<file path="config.mk">
export PLATFORM = sky130hd
export DESIGN_NAME = pc_update_unit
export DESIGN_NICKNAME = d
export VERILOG_FILES = /design/src/rtl/pc_update_pkg.sv /design/src/rtl/pc_next_sel.sv /design/src/rtl/pc_update_unit.sv
export SDC_FILE = /design/constraint.sdc
export NUM_CORES = 1
export LEC_CHECK = 0
export ABC_AREA = 1
export CAP_MARGIN = 20
export CORE_AREA = 2 2 154 156
export CTS_BUF_LIST = sky130_fd_sc_hd__clkbuf_8
export DETAILED_ROUTE_END_ITERATION = 10
export DIE_AREA = 0 0 156 158
export MAX_ROUTING_LAYER = met4
export PLACE_DENSITY = 0.71
export SYNTH_ARGS = -nofsm -noshare
export SYNTH_HDL_FRONTEND = slang
export SYNTH_HIERARCHICAL = 1
export SYNTH_SLANG_ARGS = --single-unit
</file>
<file path="constraint.sdc">
create_clock -name clk -period 2.1 [get_ports clk]
set_input_delay 0.21 -clock clk [delete_from_list [all_inputs] [get_ports clk]]
set_output_delay 0.21 -clock clk [all_outputs]
set_load 0.005 [all_outputs]
</file>
<file path="src/rtl/pc_update_pkg.sv">
// Shared Y86-64 icode and status encodings plus the PC unit state type.
package pc_update_pkg;

  localparam logic [3:0] I_HALT   = 4'h0;
  localparam logic [3:0] I_NOP    = 4'h1;
  localparam logic [3:0] I_RRMOVQ = 4'h2;
  localparam logic [3:0] I_IRMOVQ = 4'h3;
  localparam logic [3:0] I_RMMOVQ = 4'h4;
  localparam logic [3:0] I_MRMOVQ = 4'h5;
  localparam logic [3:0] I_OPQ    = 4'h6;
  localparam logic [3:0] I_JXX    = 4'h7;
  localparam logic [3:0] I_CALL   = 4'h8;
  localparam logic [3:0] I_RET    = 4'h9;
  localparam logic [3:0] I_PUSHQ  = 4'hA;
  localparam logic [3:0] I_POPQ   = 4'hB;

  localparam logic [2:0] AOK = 3'd1;
  localparam logic [2:0] HLT = 3'd2;
  localparam logic [2:0] ADR = 3'd3;
  localparam logic [2:0] INS = 3'd4;

  typedef enum logic [1:0] {RUN, HALTED, FAULT} state_e;

endpackage

</file>
<file path="src/rtl/pc_next_sel.sv">
// Combinational next-PC mux for every Y86-64 icode, flagging illegal icodes
// and targets above PC_MAX.
module pc_next_sel #(
  parameter int unsigned         ADDR_W = 64,
  parameter logic [ADDR_W-1:0]   PC_MAX = ADDR_W'(65535)
) (
  input  logic [3:0]        icode,
  input  logic              cnd,
  input  logic [ADDR_W-1:0] pc,
  input  logic [ADDR_W-1:0] valC,
  input  logic [ADDR_W-1:0] valM,
  input  logic [ADDR_W-1:0] valP,
  output logic [ADDR_W-1:0] next_pc,
  output logic              illegal,
  output logic              oob
);
  import pc_update_pkg::*;

  always_comb begin
    next_pc = pc;
    illegal = 1'b0;
    case (icode)
      I_HALT:  next_pc = pc;
      I_JXX:   next_pc = cnd ? valC : valP;
      I_CALL:  next_pc = valC;
      I_RET:   next_pc = valM;
      I_NOP, I_RRMOVQ, I_IRMOVQ, I_RMMOVQ,
      I_MRMOVQ, I_OPQ, I_PUSHQ, I_POPQ:
               next_pc = valP;
      default: illegal = 1'b1;
    endcase
  end

  // Halt keeps the current pc, so only real control flow can go out of range.
  assign oob = (icode != I_HALT) && !illegal && (next_pc > PC_MAX);

endmodule

</file>
<file path="src/rtl/pc_update_unit.sv">
// Y86-64 PC register with update handshake, debugger load and status FSM.
// Optional performance counters are built when PC_PERF_CNT_EN is defined.
module pc_update_unit #(
  parameter int unsigned       ADDR_W   = 64,
  parameter logic [ADDR_W-1:0] RESET_PC = '0,
  parameter logic [ADDR_W-1:0] PC_MAX   = ADDR_W'(65535),
  parameter int unsigned       CNT_W    = 32
) (
  input  logic              clk,
  input  logic              rst,
  input  logic              upd_valid,
  output logic              upd_ready,
  input  logic [3:0]        icode,
  input  logic              cnd,
  input  logic [ADDR_W-1:0] valC,
  input  logic [ADDR_W-1:0] valM,
  input  logic [ADDR_W-1:0] valP,
  input  logic              imem_error,
  input  logic              dmem_error,
  input  logic              stall,
  input  logic              load_en,
  input  logic [ADDR_W-1:0] load_pc,
  output logic [ADDR_W-1:0] pc,
  output logic [2:0]        stat,
  output logic [CNT_W-1:0]  retired_cnt,
  output logic [CNT_W-1:0]  taken_cnt
);
  import pc_update_pkg::*;

  state_e            state_q, state_d;
  logic [ADDR_W-1:0] pc_q, pc_d;
  logic [2:0]        stat_q, stat_d;
  logic [ADDR_W-1:0] next_pc;
  logic              illegal, oob, accept, fault;

  pc_next_sel #(.ADDR_W(ADDR_W), .PC_MAX(PC_MAX)) u_next_sel (
    .icode   (icode),
    .cnd     (cnd),
    .pc      (pc_q),
    .valC    (valC),
    .valM    (valM),
    .valP    (valP),
    .next_pc (next_pc),
    .illegal (illegal),
    .oob     (oob)
  );

  assign upd_ready = (state_q == RUN) && !stall && !load_en;
  assign accept    = upd_valid && upd_ready;
  assign fault     = imem_error || dmem_error || illegal || oob;

  always_comb begin
    state_d = state_q;
    pc_d    = pc_q;
    stat_d  = stat_q;
    if (load_en) begin
      pc_d    = load_pc;
      state_d = (load_pc > PC_MAX) ? FAULT : RUN;
      stat_d  = (load_pc > PC_MAX) ? ADR : AOK;
    end else if (accept) begin
      if (fault) begin
        // Memory errors outrank the illegal-icode report.
        state_d = FAULT;
        stat_d  = (illegal && !imem_error && !dmem_error) ? INS : ADR;
      end else if (icode == I_HALT) begin
        state_d = HALTED;
        stat_d  = HLT;
      end else begin
        pc_d = next_pc;
      end
    end
  end

  always_ff @(posedge clk or posedge rst) begin
    if (rst) begin
      state_q <= RUN;
      pc_q    <= RESET_PC;
      stat_q  <= AOK;
    end else begin
      state_q <= state_d;
      pc_q    <= pc_d;
      stat_q  <= stat_d;
    end
  end

  assign pc   = pc_q;
  assign stat = stat_q;

`ifdef PC_PERF_CNT_EN
  logic [CNT_W-1:0] retired_q, retired_d, taken_q, taken_d;
  logic             retire, taken;

  assign retire = accept && !fault;
  assign taken  = retire && (((icode == I_JXX) && cnd) || (icode == I_CALL) || (icode == I_RET));

  always_comb begin
    retired_d = retired_q;
    taken_d   = taken_q;
    if (load_en) begin
      retired_d = '0;
      taken_d   = '0;
    end else begin
      if (retire && (retired_q != '1)) retired_d = retired_q + CNT_W'(1);
      if (taken && (taken_q != '1))    taken_d   = taken_q + CNT_W'(1);
    end
  end

  always_ff @(posedge clk or posedge rst) begin
    if (rst) begin
      retired_q <= '0;
      taken_q   <= '0;
    end else begin
      retired_q <= retired_d;
      taken_q   <= taken_d;
    end
  end

  assign retired_cnt = retired_q;
  assign taken_cnt   = taken_q;
`else
  assign retired_cnt = '0;
  assign taken_cnt   = '0;
`endif

endmodule

</file>
Word level (Yosys, flattened, before mapping)
Index checks and enable logic that the tools add are counted.
- register bits: 69
- input port bits: 268
- output and inout port bits: 132
- word-level logic and storage cells: 59
- $lt $le $gt $ge: 2
- eq/ne operators: 13
- muxes and demuxes: 18
- reductions and logical operators: 23
- operator list (cell ; number):
    64-bit two-way mux ; 5
    64-bit case mux with 4 select lines ; 1
    64-bit by 16-bit > comparator with 1-bit output (second input constant) ; 2
    4-bit by 3-bit == test with 1-bit output (second input constant) ; 4
    4-bit == test (second input constant) ; 4
    3-bit two-way mux ; 5
    2-bit two-way mux ; 6
    12-bit OR reduction ; 1
    4-bit by 2-bit == test with 1-bit output (second input constant) ; 2
    8-bit OR reduction ; 1
    1-bit logical AND ; 7
    4-bit by 1-bit == test with 1-bit output (second input constant) ; 1
    1-bit logical NOT ; 4
    4-bit logical NOT ; 1
    2-bit inequality test (second input constant) ; 2
    4-bit nonzero test ; 1
    1-bit logical OR ; 3
    3-bit AND reduction ; 1
    3-bit nonzero test ; 1
    2-bit logical NOT ; 1
    2-bit AND reduction ; 1
    2-bit nonzero test ; 1
    1-bit two-way mux ; 1

Longest topological paths before layout
Gate-level depths: netlist of run 1.
- word-level depth: 9
- depth in mapped cells: 24
- gate-level depth less buffers: 21

Modules after synthesis
Netlist of run 1, hierarchy kept.
- by module, submodules not included (module ; instances ; cells an instance ; area an instance (µm²) ; seq. area each (µm²)):
    pc_update_unit ; 1 ; 634 ; 4179.0 ; 1727.9
    pc_next_sel ; 1 ; 712 ; 3223.1 ; 0.0

Worst setup path before layout of run 1
Ideal clock, no wire load.
- path type: input -> register
- start point: input icode[1]
- end point: register pc_q[13] (netlist: pc[13])
- library setup time: 65 ps
- arrival: 2399 ps
- data required time: 2035 ps
- slack: -364 ps
- stages on the path: 21
- path buffers: 4
- cells stage by stage: buf_6 nor2_4 nand2_4 buf_6 buf_6 nand3_2 nand2_1 nor3_2 nand3_1 nor2_1 nand2_1 nor2_1 a21oi_2 inv_1 nand2_1 nor2_1 nand2_1 o21ai_4 buf_4 nand2_1 nand2_1
- word-level cells in the longest chain between the ends: 8
- elaborated cells on any way between the ends: 29
- those cells by class: 1 x order compare; 13 x eq/ne; 6 x mux; 9 x reduce/logical
- RTL lines (item ; line ; text):
    start, declared ; pc_update_unit.sv:13 ; input logic [3:0] icode,
    4-bit by 1-bit == test with 1-bit output (tied with other cells) ; pc_next_sel.sv:22 ; case (icode)
    8-bit OR reduction ; n/a ;
    64-bit case mux with 4 select lines ; pc_next_sel.sv:22 ;
    64-bit by 16-bit > comparator with 1-bit output ; pc_next_sel.sv:35 ; assign oob = (icode != I_HALT) && !illegal && (next_pc > PC_MAX);
    1-bit logical AND * ; pc_next_sel.sv:35 ;
    net oob ; pc_update_unit.sv:34 ; logic illegal, oob, accept, fault;
    1-bit logical OR * ; pc_update_unit.sv:50 ; assign fault = imem_error || dmem_error || illegal || oob;
    2-bit inequality test (no line) * ; n/a ;
    3-bit AND reduction (no line) * ; n/a ;
    end signal, assigned ; pc_update_unit.sv:81 ; pc_q <= pc_d;
    end, declared ; pc_update_unit.sv:31 ; logic [ADDR_W-1:0] pc_q, pc_d;
The timed path passes the listed nets; every way through them passes the cells marked *. The select of a mux whose other input is x is not followed.
A chain may end at the register's enable or synchronous reset.

Worst setup path in the final report of run 1
- start point: input valP[49]
- end point: register pc_q[17] (netlist: pc[17])
- word-level cells in the longest chain between the ends: 7
- RTL lines (item ; line ; text):
    start, declared ; pc_update_unit.sv:17 ; input logic [ADDR_W-1:0] valP,
    64-bit two-way mux ; pc_next_sel.sv:24 ; I_JXX: next_pc = cnd ? valC : valP;
    64-bit case mux with 4 select lines * ; pc_next_sel.sv:22 ;
    net next_pc[49] ; pc_update_unit.sv:33 ; logic [ADDR_W-1:0] next_pc;
    64-bit by 16-bit > comparator with 1-bit output * ; pc_next_sel.sv:35 ;
    1-bit logical AND * ; pc_next_sel.sv:35 ;
    net oob ; pc_update_unit.sv:34 ;
    1-bit logical OR * ; pc_update_unit.sv:50 ;
    2-bit inequality test (no line) * ; n/a ;
    3-bit AND reduction (no line) * ; n/a ;
The timed path passes the listed nets; every way through them passes the cells marked *.

==> results.yml, run 1 <==
clocking:
  cts.sinks: 69
  clockBufferDepth: 2
  cts_buffers: 9
  cts.htree.levels: 3
  insertion_delay_ns: 0.37
  cts_tree: "built"
  cts_root_buffer: "clkbuf_8"
  path_clk_slew_ns: 0.09
flow_run:
  drv_cap: 0
routing:
  wirelength_mm: 39.4
  num_vias: 10700
  ant_nets: 0
  drtIter0Drc: 994
  viasPerCell: 4.85
  drc: 0
  dr.pass1.iters: 7
  wl_per_cell_microns: 17.9
die:
  fp.dieW_microns: 156
  die-height_microns: 158
  io_pins: 400
  placeableCoreArea_sq_um: 23100
  rows: 56
  die_area_sq_um: 24600
  initial_core_util: 0.321
placement:
  portBuffers: 335
  hpwlAfterDp_mm: 27.5
  place_congestion: 0.944
yosys:
  synthAdderAreaFrac: 0
  synth_cell_types: 35
  synth_top_cells_by_area: "nand2_1, dfrtp_1, buf_4, nor2_1, nand3_1"
  seq_area_frac_synth: 0.233
  synthCells: 1346
  synth-simple-area-share: 0.546
  synthXorXnorAreaFrac: 0
  syn-mean-instance-area_sq_um: 5.50
  syn_area_sq_um: 7400
  synth_warnings: 6
  synth_mux_area_frac: 0
  yosysTopAreaCellShare: 0.383
  async_flop_share: 1.00
  ys.flop_type: "dfrtp_1"
  yosysTopAreaCell: "nand2_1"
  synth_edf_count: 0
  synth_seq_cells: 69
  synth_top_family_by_area: "simple AND/OR/NAND/NOR gates"
  synth_compound_area_frac: 0.0524
outcome:
  violations: "negative setup slack"
  status: "complete, but fails checks"
worst_hold_path:
  hp-class: "primary input to asynchronous set/reset pin"
grt:
  track_usage: 0.306
  grt_pass1_vias: 9861
  gr-total-overflow: 0
  grt_max_degree: 70
  grt_pass1_wl_mm: 55.2
  antenna_found_initial: 3
timing:
  clock_skew_ns: 0.00874
  fin_crit_sh: 1.22
  setup_tns_ns: -25.90
  setup_viol: 69
  hold_viol_final: 0
  fmax_ghz: 0.392
  hold_ws_ns: 0.229
  min_period_ns: 2.55
  rsz0062_at_grt: "yes"
  drv_slew: 0
  setup_ws_ns: -0.454
pwr:
  powerDensity_nw_per_um2: 416
  p_leak_uw: 0.00736
  peakVddDrop_v: 0.000252
worst_setup_path:
  crit_fanout: 14
  slowest_stage: "clkdlybuf4s50_1"
  required_ns: 2.35
  slowest_delay_ns: 0.45
  path_cells: "clkdlybuf4s50_1 > nand2_1 > nand2_1 > nand2_1 > nand2_2 > nor2_4 > nand3_2 > nor2_2 > nand2_1 > nor2_1 > nand2_1 > nor2_2 > a21oi_2 > inv_2 > nand2_2 > nor2_4 > nand2_4 > nor2_4 > nor2_4 > buf_12 > buf_12 > nand2_1 > nand2_1"
  critPathKind: "primary input to register"
  end_kind: "register"
  cpMostUsedCell: "nand2_1"
  startpoint_type: "primary input"
  arrival_ns: 2.81
finish:
  fillers: 2101
  multi_input_comb_area_sq_um: 5340
  regArea_sq_um: 1730
  drive_gt1_frac: 0.250
  nNetsFinal: 2177
  area_growth_syn_to_layout_pct: 90.4
[logic make-up after synthesis]
| group | count (synthesis) |
|---|---|
| simple gates | 1000 |
| buf+inv | 213 |
| flops | 69 |
| compound gates | 63 |
| other cells | 1 |
[report_power, final]
part	internal [uW]	switching, uW	leakage [uW]	total, uW
sequential	1490	115	0.000859	1600
combinational	1760	1440	0.00642	3200
clock	430	625	0.0000739	1060
total	3680	2180	0.00736	5860
[cell usage in the layout, fill, tap and decap left out, types with 6 or more instances in the layout]
master / instances
nand2_1: 678
clkdlybuf4s50_1: 318
buf_4: 233
nor2_1: 109
inv_1: 70
dfrtp_1: 68
conb_1: 64
nand2_2: 55
nand3_1: 46
nand2_4: 24
buf_12: 22
nand3_2: 21
a21oi_1: 19
buf_6: 18
nand4_1: 15
nor2_2: 14
nor2_4: 11
o21ai_0: 10
dlymetal6s2s_1: 10
a221oi_1: 10
clkbuf_8: 9
buf_16: 9
a21oi_2: 7
nand2_8: 6
a31oi_1: 6
[path summary, 6_finish.rpt]
| kind | start | to | slack, ns | cells past startpoint |
|---|---|---|---|---|
| max in group asynchronous | rst | stat[0] | 1.54 | 3 |
| min in group clk | load_en | pc[52] | 0.43 | 6 |
| worst max register to register | pc[48] | pc[48] | -0.40 | 17 |
| worst min-delay path | rst | state_q[1] | 0.23 | 3 |
| worst min register to register | stat[0] | stat[0] | 0.49 | 2 |
| worst max-delay path | valP[49] | pc[17] | -0.45 | 23 |
[layout make-up]
class,instances,area share
diodes,3,0.000533
clock buffers,9,0.00879
clock inverters,7,0.00364
inverters,80,0.0228
multi-input cells,1127,0.379
flip-flops and latches,69,0.123
well taps,290,0.0257
repair buffers,622,0.437
[stage by stage]
stage	area, sq um	power, uW	utilization	worst slack [ns]	std cells
after floorplan	7660	2660	-	-0.347	1409
after global placement	12100	4190	0.523	-1.52	2095
after detailed placement	12100	4210	0.523	-1.55	2095
after CTS	13400	5620	0.583	-0.345	2187
after global routing	14100	6190	0.611	-0.566	2207
final	14100	5860	0.611	-0.454	2207
[worst max-delay path: cells and delay by family]
| family | cells | cell delay (ns) |
|---|---|---|
| compound gates | 1 | 0.08 |
| buf+inv | 4 | 0.85 |
| simple gates | 18 | 1.67 |
[cell usage after synthesis, types with 2 or more instances]
cell      number
nand2_4        2
nand4_1       15
nand2_1      755
inv_1         75
a21oi_1       25
nand3_2        8
buf_2         36
buf_4         69
nor2_1       127
or2_1          3
a31oi_1        6
inv_2          4
nor2_4         2
nand4_2        4
buf_6         18
o21ai_0       16
dfrtp_1       68
buf_1          4
nand3_1       60
clkbuf_1       6
nor3_1         9
nand2_2        6
nor2_2         5
a21boi_0       2
and2_0         2
a221oi_1      10
[state kept, by name, indices dropped and copies added (netlist names)]
| register | cells |
|---|---|
| pc | 64 |
| stat | 3 |
| state_q | 2 |
[layer usage]
| metal | GRT usage | wire length (microns) | vias to the layer above |
|---|---|---|---|
| li1 | - | - | 5137 |
| met1 | 0.363 | 15000 | 4803 |
| met2 | 0.496 | 18700 | 636 |
| met3 | 0.0630 | 3670 | 130 |
| met4 | 0.156 | 2050 | 0 |
| met5 | - | 0 | - |
[repair_timing]
item	CTS	global route
gates cloned	9	6
pin swaps	43	51
hold buffers	0	0
buffers inserted	67	13
endpoints found under the setup margin	69	69
gates resized for setup	137	125
No activity file was read; power rests on OpenSTA's default activity.
==> run 2, diff against run 1 <==
--- a/config.mk
+++ b/config.mk
@@ -8,7 +8,7 @@
 export ABC_AREA = 1
 export CAP_MARGIN = 20
 export CORE_AREA = 2 2 154 156
-export CTS_BUF_LIST = sky130_fd_sc_hd__clkbuf_8
+export CTS_BUF_LIST = sky130_fd_sc_hd__clkbuf_2 sky130_fd_sc_hd__clkbuf_4 sky130_fd_sc_hd__clkbuf_8
 export DETAILED_ROUTE_END_ITERATION = 10
 export DIE_AREA = 0 0 156 158
 export MAX_ROUTING_LAYER = met4
==> results of run 2 <==
Same layout as run 1: the final DEF is identical, and so are final timing and power.
==> run 3, diff against run 2 <==
--- a/config.mk
+++ b/config.mk
@@ -6,14 +6,14 @@
 export NUM_CORES = 1
 export LEC_CHECK = 0
 export ABC_AREA = 1
+export ABC_CLOCK_PERIOD_IN_PS = 2100
 export CAP_MARGIN = 20
 export CORE_AREA = 2 2 154 156
 export CTS_BUF_LIST = sky130_fd_sc_hd__clkbuf_2 sky130_fd_sc_hd__clkbuf_4 sky130_fd_sc_hd__clkbuf_8
 export DETAILED_ROUTE_END_ITERATION = 10
 export DIE_AREA = 0 0 156 158
 export MAX_ROUTING_LAYER = met4
-export PLACE_DENSITY = 0.71
+export PLACE_DENSITY = 0.67
 export SYNTH_ARGS = -nofsm -noshare
 export SYNTH_HDL_FRONTEND = slang
-export SYNTH_HIERARCHICAL = 1
 export SYNTH_SLANG_ARGS = --single-unit
==> results.yml, run 3 <==
outcome:
  status: "complete, but fails checks"
  violations: "negative setup slack"
finish:
  final_cell_mix: "nand2_1, clkdlybuf4s50_1, buf_4"
  nNetsFinal: 1859
  area_growth_syn_to_layout_pct: 81.0
  largest_reg_flops: 64
  drive_gt1_frac: 0.172
  final_common_cell: "nand2_1"
  final_area_sq_um: 12000
worst_setup_path:
  crit_fanout: 7
  required_ns: 2.34
  path_cells: "buf_8 > buf_8 > nand2_8 > nand2_8 > bufbuf_16 > nand2_1 > nand3_2 > nor2_1 > nand2_2 > nor2_2 > nand2_2 > nor2_4 > nand2_2 > nand2_4 > nand3_4 > buf_12 > clkbuf_16 > nand3_1 > nand2_1"
  reg2reg_slack_ns: 0.03
  slowest_delay_ns: 0.28
  end_kind: "register"
  slowest_stage: "bufbuf_16"
  crit_family: "simple AND/OR/NAND/NOR gates"
  arrival_ns: 2.41
  cp_num_buf_inv: 5
  reg2reg_to: "pc[7]"
  timing.rr.start: "pc[42]"
  critPathKind: "primary input to register"
  worst-r2r-cell-count: 14
  cpMostUsedCell: "nand2_2"
  startpoint_type: "primary input"
timing:
  timing.slew.headroom: 0.597
  setup_ws_ns: -0.0715
  setup_viol: 39
  hold_viol_final: 0
  tightest_slew_ns: 0.605
  min_period_ns: 2.17
  drv_slew: 0
  setup_tns_ns: -1.59
  rsz0062_at_grt: "yes"
  clock_skew_ns: 0.0171
  fmax_ghz: 0.461
  fin_crit_sh: 1.03
yosys:
  synth_seq_cells: 69
  synth_top_cells_by_area: "nand2_1, dfrtp_1, nand3_1, buf_4, nor2_1"
  yosysTopAreaCellShare: 0.275
  yosysTopAreaCell: "nand2_1"
  seq_area_frac_synth: 0.261
  synthTopCellsByCount: "nand2_1, nand3_1, nor2_1"
  synth_edf_count: 0
  ys.flop_type: "dfrtp_1"
  synth_warnings: 0
  synth_cell_types: 32
  synthCells: 1149
  yosys.cell_count.top_type: "nand2_1"
  async_flop_share: 1.00
  syn-mean-instance-area_sq_um: 5.76
  syn_area_sq_um: 6620
clocking:
  cts_hold_buf: 0
  cts_root_buffer: "clkbuf_8"
  path_clk_slew_ns: 0.08
  cts_buffers: 9
  cts.sinks: 69
  cts_tree: "built"
  insertion_delay_ns: 0.35
  clockBufferDepth: 2
  cts.htree.levels: 3
grt:
  grt_max_degree: 50
  gr-total-overflow: 0
  antenna_found_initial: 1
  track_usage: 0.274
  grt_pass1_wl_mm: 49.6
  grt_pass1_vias: 8700
flow_run:
  drv_cap: 0
routing:
  viasPerCell: 4.83
  dr.pass1.iters: 5
  ant_nets: 0
  wl_per_cell_microns: 18.3
  drtIter0Drc: 498
  wirelength_mm: 34.5
  num_vias: 9120
  drc: 0
pwr:
  peakVddDrop_v: 0.000397
  total_power_uw: 5020
  p_leak_uw: 0.00592
  powerDensity_nw_per_um2: 419
placement:
  post-place-ws_ns: -1.31
  hpwlAfterDp_mm: 26.5
  portBuffers: 335
  place_congestion: 0.917
  place_area_sq_um: 10900
die:
  initial_core_util: 0.287
  io_pins: 400
  rows: 56
  die_area_sq_um: 24600
  placeableCoreArea_sq_um: 23100
  die-height_microns: 158
  fp.dieW_microns: 156
worst_hold_path:
  hp-class: "primary input to asynchronous set/reset pin"
==> run 3: worst max-delay path by stage <==
stage	depth (start not counted)	endpoint	start	slack (ns)
after global placement	20	pc[11]	icode[1]	-1.27
after detailed placement	20	pc[1]	icode[1]	-1.31
after global routing	19	pc[23]	icode[2]	-0.23
final	19	pc[7]	icode[2]	-0.07
after floorplan	20	pc[35]	cnd	0.03
after CTS	20	pc[29]	icode[2]	-0.07
==> run 3: timing repair <==
item                                    in CTS  in global routing
endpoints found under the setup margin      69                 69
pin swaps                                   30                 44
resized for setup                          124                 57
cloned                                       7                  2
setup buffers                               18                  5
==> run 3: worst register-to-register path: stages, from the launching register on <==
cell	delay [ns]
dfrtp_1	0.47
nand2_4	0.12
nand3_4	0.09
nor2_1	0.10
nand2_1	0.09
nor2_2	0.15
nand2_2	0.09
nor2_4	0.13
nand2_2	0.08
nand2_4	0.08
nand3_4	0.11
buf_12	0.19
clkbuf_16	0.17
nand3_1	0.06
nand2_1	0.05
==> run 3: cell type report <==
cell class                 instances  area (sq um)
sequential                        69          1730
clock buffer                      13           160
multi-input combinational        934          4430
fill                            2365         11100
timing repair buffer             493          4880
clock inverter                     3          68.8
tap                              290           363
inverter                          84           340
antenna                            1          2.50
==> run 3: cells by family after synthesis <==
logic type      after synthesis  share of synthesized area
simple gates                774                      0.484
other cells                   1                   0.000567
flops                        69                      0.261
compound gates               92                     0.0800
buf+inv                     213                      0.174
==> run 3: metrics by stage <==
step                utilization  hold slack [ns]  instances
global route              0.519            0.224       1887
floorplan                     -            0.323       1212
detailed placement        0.471            0.492       1838
global placement          0.471            0.474       1838
CTS                       0.507            0.177       1879
finish                    0.519            0.185       1887
==> run 3: power breakdown <==
group          internal, uW  total (uW)  switching [uW]  leakage, uW
sequential             1450        1580             130     0.000846
combinational          1190        2160             972      0.00496
clock                   745        1280             531     0.000118
total                  3390        5020            1630      0.00592
==> run 3: per-layer routing <==
layer  track usage  part of all wire  vias to the layer above
met5             -                 0                        -
met4        0.0900             0.029                        0
met3        0.0517             0.083                       51
met2         0.477              0.50                      451
met1         0.319              0.39                     4220
li1              -                 -                     4398
